## src/rtl/cpu_pkg.sv

```systemverilog
// Shared pipeline definitions: opcode encodings, the ID/EX bubble value and
// the interlock state/action types used by decode, stall detect and ID/EX.
package cpu_pkg;

  localparam logic [7:0] OP_NOP = 8'd0;
  localparam logic [7:0] OP_LW  = 8'd1;
  localparam logic [7:0] OP_SW  = 8'd2;
  localparam logic [7:0] OP_ADD = 8'd3;
  localparam logic [7:0] OP_SUB = 8'd4;

  // A bubble is a NOP that writes nothing, so the stall detector sees no hazard.
  localparam logic [7:0] BUBBLE_OPCODE = OP_NOP;
  localparam logic [3:0] BUBBLE_WS     = 4'd0;
  localparam logic       BUBBLE_WE     = 1'b0;

  typedef enum logic {
    RUN     = 1'b0,
    STALLED = 1'b1
  } state_t;

  typedef enum logic [1:0] {
    ACT_ADVANCE = 2'd0,
    ACT_STALL   = 2'd1,
    ACT_FLUSH   = 2'd2
  } action_t;

  // Control fields of the ID/EX register; the immediate is carried separately
  // because its width is a module parameter.
  typedef struct packed {
    logic [7:0] opcode;
    logic [3:0] ws;
    logic       we;
  } ctrl_t;

  localparam ctrl_t BUBBLE_CTRL = '{opcode: BUBBLE_OPCODE, ws: BUBBLE_WS, we: BUBBLE_WE};

  function automatic action_t pick_action(input logic stall, input logic flush);
    if (flush)      return ACT_FLUSH;
    else if (stall) return ACT_STALL;
    else            return ACT_ADVANCE;
  endfunction

endpackage

```

## src/rtl/sat_counter.sv

```systemverilog
// Up-counter that sticks at all-ones instead of wrapping.
module sat_counter #(
  parameter int WIDTH = 16
) (
  input  logic             clk,
  input  logic             rst,
  input  logic             inc,
  output logic [WIDTH-1:0] count
);

  logic [WIDTH-1:0] count_q;

  always_ff @(posedge clk or posedge rst) begin
    if (rst) begin
      count_q <= '0;
    end else if (inc && (count_q != '1)) begin
      count_q <= count_q + 1'b1;
    end
  end

  assign count = count_q;

endmodule

```

## src/rtl/id_ex_interlock.sv

```systemverilog
// ID/EX pipeline register with load-use stall response: injects bubbles,
// gates fetch, and tracks stall cycles with a perf counter and sticky watchdog.
module id_ex_interlock
  import cpu_pkg::*;
#(
  parameter int DATA_WIDTH = 16,
  parameter int CNT_WIDTH  = 16,
  parameter int MAX_STALL  = 4
) (
  input  logic                  i_clk,
  input  logic                  i_reset,
  input  logic                  i_stall,
  input  logic                  i_flush,
  input  logic [7:0]            i_decoder_opcode,
  input  logic [3:0]            i_decoder_ws,
  input  logic                  i_decoder_we,
  input  logic [DATA_WIDTH-1:0] i_decoder_imm,
  output logic [7:0]            o_execute_opcode,
  output logic [3:0]            o_execute_ws,
  output logic                  o_execute_we,
  output logic [DATA_WIDTH-1:0] o_execute_imm,
  output logic                  o_fetch_enable,
  output logic                  o_bubble,
  output logic [CNT_WIDTH-1:0]  o_stall_count,
  output logic                  o_stall_timeout
);

  localparam int              RUN_W   = $clog2(MAX_STALL + 1);
  localparam logic [RUN_W-1:0] RUN_MAX = RUN_W'(MAX_STALL);
  localparam logic [RUN_W-1:0] RUN_ONE = RUN_W'(1);

  action_t               action;
  state_t                state_q, state_d;
  logic [RUN_W-1:0]      run_q, run_d;
  logic                  timeout_q, timeout_d;
  logic                  bubble_q, bubble_d;
  logic                  load_bubble;
  logic                  stall_inc;
  ctrl_t                 ctrl_q;
  logic [DATA_WIDTH-1:0] imm_q;

  assign action = pick_action(i_stall, i_flush);

  // Flush wins over stall, so a killed instruction never holds fetch.
  assign o_fetch_enable = ~i_stall | i_flush;

  // NOTE: every output of this block gets a default first, so no path can infer a latch.
  always_comb begin
    state_d     = RUN;
    run_d       = '0;
    bubble_d    = 1'b0;
    load_bubble = 1'b0;
    stall_inc   = 1'b0;
    unique case (action)
      ACT_FLUSH: begin
        load_bubble = 1'b1;
        bubble_d    = 1'b1;
      end
      ACT_STALL: begin
        load_bubble = 1'b1;
        bubble_d    = 1'b1;
        stall_inc   = 1'b1;
        state_d     = STALLED;
        // A run starts at one on entry; once at the watchdog limit it holds there.
        if (state_q == STALLED) begin
          run_d = (run_q == RUN_MAX) ? RUN_MAX : run_q + 1'b1;
        end else begin
          run_d = RUN_ONE;
        end
      end
      default: ;
    endcase
    timeout_d = timeout_q | (run_d == RUN_MAX);
  end

  // NOTE: sequential state is updated with non-blocking assignments only, so every
  // register samples the pre-edge values regardless of statement order.
  always_ff @(posedge i_clk or posedge i_reset) begin
    if (i_reset) begin
      state_q   <= RUN;
      run_q     <= '0;
      timeout_q <= 1'b0;
      bubble_q  <= 1'b0;
    end else begin
      state_q   <= state_d;
      run_q     <= run_d;
      timeout_q <= timeout_d;
      bubble_q  <= bubble_d;
    end
  end

  always_ff @(posedge i_clk or posedge i_reset) begin
    if (i_reset) begin
      ctrl_q <= BUBBLE_CTRL;
      imm_q  <= '0;
    end else if (load_bubble) begin
      ctrl_q <= BUBBLE_CTRL;
      imm_q  <= '0;
    end else begin
      ctrl_q <= '{opcode: i_decoder_opcode, ws: i_decoder_ws, we: i_decoder_we};
      imm_q  <= i_decoder_imm;
    end
  end

  sat_counter #(
    .WIDTH(CNT_WIDTH)
  ) u_stall_counter (
    .clk  (i_clk),
    .rst  (i_reset),
    .inc  (stall_inc),
    .count(o_stall_count)
  );

  assign o_execute_opcode = ctrl_q.opcode;
  assign o_execute_ws     = ctrl_q.ws;
  assign o_execute_we     = ctrl_q.we;
  assign o_execute_imm    = imm_q;
  assign o_bubble         = bubble_q;
  assign o_stall_timeout  = timeout_q;

endmodule
```

## config.mk

```make
export PLATFORM = sky130hd
export DESIGN_NAME = id_ex_interlock
export DESIGN_NICKNAME = d
export VERILOG_FILES = /design/src/rtl/cpu_pkg.sv /design/src/rtl/sat_counter.sv /design/src/rtl/id_ex_interlock.sv
export SDC_FILE = /design/constraint.sdc
export NUM_CORES = 1
export LEC_CHECK = 0
export ABC_CLOCK_PERIOD_IN_PS = 1700
export CORE_ASPECT_RATIO = 0.75
export CORE_MARGIN = 2
export CORE_UTILIZATION = 38
export DETAILED_ROUTE_END_ITERATION = 10
export PLACE_DENSITY = 0.75
export SYNTH_ARGS = -nofsm -noshare
export SYNTH_HDL_FRONTEND = slang
export SYNTH_SLANG_ARGS = --single-unit
```

## constraint.sdc

```tcl
create_clock -name i_clk -period 1.7 [get_ports i_clk]
set_input_delay 0.255 -clock i_clk [delete_from_list [all_inputs] [get_ports i_clk]]
set_output_delay 0.255 -clock i_clk [all_outputs]
set_load 0.02 [all_outputs]
```

# Word level (Yosys, flattened, before mapping)

Index checks and enable logic that the tools add are counted.

Input port bits: 33
Register bits: 51
Output and inout port bits: 48

Multiplexer cells: 9
Bitwise gates (word level): 3
Reductions and logical operators: 2
Add/sub/neg operators: 2
Equality and inequality tests: 5

Operators with widths:

| operator                                       | number |
|---|---|
| adder 16 x 1 -> 16 bit (second input constant) | 1 |
| two-way mux 16 bit                             | 1 |
| != test 16 bit (second input constant)         | 1 |
| two-way mux 13 bit                             | 1 |
| two-way mux 3 bit                              | 3 |
| == test 3 bit (second input constant)          | 2 |
| adder 3 x 1 -> 3 bit (second input constant)   | 1 |
| two-way mux 1 bit                              | 3 |
| == test 2 x 1 -> 1 bit (second input constant) | 1 |
| == test 2 bit (second input constant)          | 1 |
| two-way mux 2 bit                              | 1 |
| OR 1 bit                                       | 2 |
| OR reduction 2 bit                             | 1 |
| logical AND 1 bit                              | 1 |
| inverter 1 bit                                 | 1 |

# Logic depth before layout (Yosys ltp)

Depth after elaboration: 6
Mapped depth: 6
Depth with buffers taken out: 6

# By module

Synthesis repeated with hierarchy kept, for this count alone.

Cell total of the unflattened synthesis: 158
Area, all modules: 2006.9 um2

Modules (own cells, without submodules):

| module          | area each (um2) | times used | seq. area each (um2) | cells each |
|---|---|---|---|---|
| id_ex_interlock | 1201.2          | 1          | 875.8                | 87 |
| sat_counter     | 805.8           | 1          | 400.4                | 71 |

# Least setup slack after synthesis

OpenSTA, ideal clock, no wires.

Path kind: reg-to-reg
Start point: register u_stall_counter.count_q[12], in the netlist u_stall_counter.count[12]
End point: register u_stall_counter.count_q[1], in the netlist u_stall_counter.count[1]
Setup slack: -72 ps
Stages on the path, launching flop included: 5
Clock period less this slack: 1772 ps
Arrival time: 1647 ps
Setup time: 125 ps
Buffers on the path: 0
Cell sequence: dfrtp_1 > nand4_2 > or4_4 > nand2_4 > mux2_4

Cells in the longest elaborated chain, start to end: 2

RTL lines:

| what                   | RTL line          | source |
|---|---|---|
| start, declared        | sat_counter.sv:11 | `logic [WIDTH-1:0] count_q;` |
| start signal, assigned | sat_counter.sv:17 | `count_q <= count_q + 1'b1;` |
| != test 16 bit         | sat_counter.sv:16 | `end else if (inc && (count_q != '1)) begin` |
| logical AND 1 bit      | sat_counter.sv:16 |  |

No other way between the ends.
A chain may end at the register's enable or synchronous reset.

# Worst setup path after layout

Start point: register u_stall_counter.count_q[1], in the netlist u_stall_counter.count[1]
End point: register u_stall_counter.count_q[1], in the netlist u_stall_counter.count[1]

Cells in the longest elaborated chain, start to end: 2
Elaborated cells on any way between the ends: 3

RTL lines:

| what |
|---|
| parallel branches: the longest is 2 deep, another holds adder 16 x 1 -> 16 bit |

Several ways; the timed one is not identified.

==> results.cfg <==
[global_route]
grt_max_degree = 26
busiest_layer = met2
antenna_found_initial = 0
grt_use_met3_pct = 8.67
grt_pass1_wl_um = 7670
grt_use_met1_pct = 21.0
grt_use_met2_pct = 28.9
grt_pass1_vias = 1601
grt_usage_pct = 17.6
grt-ovfl-total = 0

[setup_path]
required_ns = 1.90
worstSetupStartpointType = flop
path_max_fanout = 3
crit_type = reg2reg
arrival_ns = 1.87
critPathCaptureType = flop

[route]
avgViaCountPerCell = 4.47
final_antenna_net_count = 0
post_drt_wl_per_cell_um = 13.6
drt_iter0_markers = 61
dr.pass1.iters = 4
drc = 0
vias = 1524
routed_wl_um = 4650

[sta]
clock.fmax_mhz = 598
setup_viol = 0
period_share_pct = 98.3
fin_crit_ns = 1.67
final.setup.tns_ns = 0
slew_headroom_pct = 73.2
tightest_slew_ns = 0.402
drv_slew = 0
skew_ns = 0.00436
final_hold_viol_count = 0

[power_and_ir_drop]
p_clk_share_pct = 28.3
internal_power_uw = 2250
p_switching_uw = 859
p_seq_share_pct = 45.5
swShare_pct = 27.7
p_leak_uw = 0.00162
p_comb_share_pct = 26.2
power_density_mw_per_mm2 = 952
total_power_uw = 3110
irDropWorstVdd_uv = 604

[placement]
postPlaceCellArea_sq_mm = 0.00310
hpwl_um = 3620
port_buffers = 80
globalplace.congestion = 0.853

[logic_synthesis]
ys_types = 30
synthArstFlopShare_pct = 100
synth-edff-count = 0
synthCells = 162
netlist_area_sq_mm = 0.00202
synth_ff_type = dfrtp_1
synth_fp_nets = 198
avgSynthCellArea_sq_um = 12.5
ys_seq_area_share_pct = 63.3
synth_warnings = 0
ys_seq_elements = 51

[cells_and_area]
fin_nets = 304
layout_common_cells = clkdlybuf4s50_1, dfrtp_1, and2_1
mostFrequentLayoutCell = clkdlybuf4s50_1
fillers = 421
multi_input_area_sq_um = 704
finalInstanceArea_sq_mm = 0.00326
layout-drive-gt1-share_pct = 21.2
area_growth_pct = 61.7
final-seq-area_sq_mm = 0.00129
insertedDiodeCount = 0

[floorplan]
core-area_sq_mm = 0.00501
die_h_um = 67.1
start_util_pct = 40.3
die_w_um = 88.1
die-area_sq_mm = 0.00591
rows = 22
io_pins = 81

[clocking]
clk_path_buf_depth = 2
numCtsBuffers = 5
cts_resized = 3
cts_tree = done
cts-root-buf = clkbuf_8
insertion_delay_ns = 0.30
cts.clk_slew.worst_paths_ns = 0.09
cts.htree.levels = 2
cts_sinks = 51
cts_setup_buffers = 0
hold_buffers = 0

[flow_run]
cap_violations = 0

[min_path]
hold_class = in2async

[run_status]
status = finished clean
## worst max-delay path: stages, from the launching register on
cell	delay [ns]
dfrtp_2	0.38
ha_2	0.20
nand3_2	0.11
or4_4	0.48
nand2_4	0.10
mux2_4	0.29
## synthesized netlist by cell type (2+ instances only)
cell type  instances  share of area [%]
ha_1               3                1.9
nor3_1             4               0.99
nand4_1            5                1.6
clkbuf_1           3               0.56
xor2_1             5                2.2
or2_1              2               0.62
nand4_2            3                1.9
nand2_1            8                1.5
dfrtp_1           51                 63
inv_1              8                1.5
and3_1             2               0.62
nor2_1             7                1.3
nor4_1             3               0.93
xnor2_1            6                2.6
and2_1            30                9.3
or4_4              2                1.1
nand3_1            5                1.2
a21oi_1            3               0.74
## final timing paths
check	from	to	slack [ns]	depth (start not counted)
max	u_stall_counter.count[1]	u_stall_counter.count[1]	0.03	5
min reg2reg	o_stall_timeout	o_stall_timeout	0.49	2
max in group asynchronous	i_reset	u_stall_counter.count[11]	1.01	3
min	i_reset	o_execute_ws[3]	0.25	2
min in group i_clk	i_decoder_ws[3]	o_execute_ws[3]	0.49	2
max reg2reg	u_stall_counter.count[1]	u_stall_counter.count[1]	0.03	5
## through the flow
stage / std cells / hold WS (ns) / util, % / worst slack, ns
finish: 341 / 0.252 / 65.1 / 0.0291
global route: 341 / 0.267 / 65.1 / -0.0268
CTS: 341 / 0.267 / 64.3 / 0.0164
detailed placement: 333 / 0.475 / 61.9 / -0.175
global placement: 333 / 0.472 / 61.9 / -0.138
floorplan: 162 / 0.384 / - / 0.000234
## power groups by stage
stage | logic [uW] | clock network, uW | registers, uW
2_1_floorplan | 223 | 0 | 1570
3_3_place_gp | 818 | 0 | 1430
3_5_place_dp | 834 | 0 | 1430
4_1_cts | 825 | 911 | 1410
5_1_grt | 880 | 965 | 1430
6_report | 814 | 879 | 1410
## state kept, by name, summed over array words and instances (netlist names)
signal	count
state_q	1
o_execute_we	1
run_q	3
o_execute_imm	16
o_execute_ws	4
o_bubble	1
o_execute_opcode	8
u_stall_counter.count	16
o_stall_timeout	1
## layer usage
metal,wire length (um),vias to the layer above
li1,-,748
met1,1970,726
met2,2250,46
met3,389,4
met4,39,0
met5,0,-
## final cells by class
class,instances,area share [%]
inverter,8,0.921
sequential,51,39.6
timing repair buffer,103,31.4
clock buffer,6,2.53
clock inverter,2,1.19
multi-input combinational,99,21.6
tap,72,2.76
## cells by family after synthesis
logic type | synth area share, %
multiplexers | 1.30
AND/OR/NAND/NOR | 24.1
adder cells (fa/ha/maj) | 1.86
AO/OA/AOI/OAI | 2.23
buffers and inverters | 2.42
XOR/XNOR | 4.78
flip-flops | 63.3
Note: power is estimated with default switching activity, not from simulation.
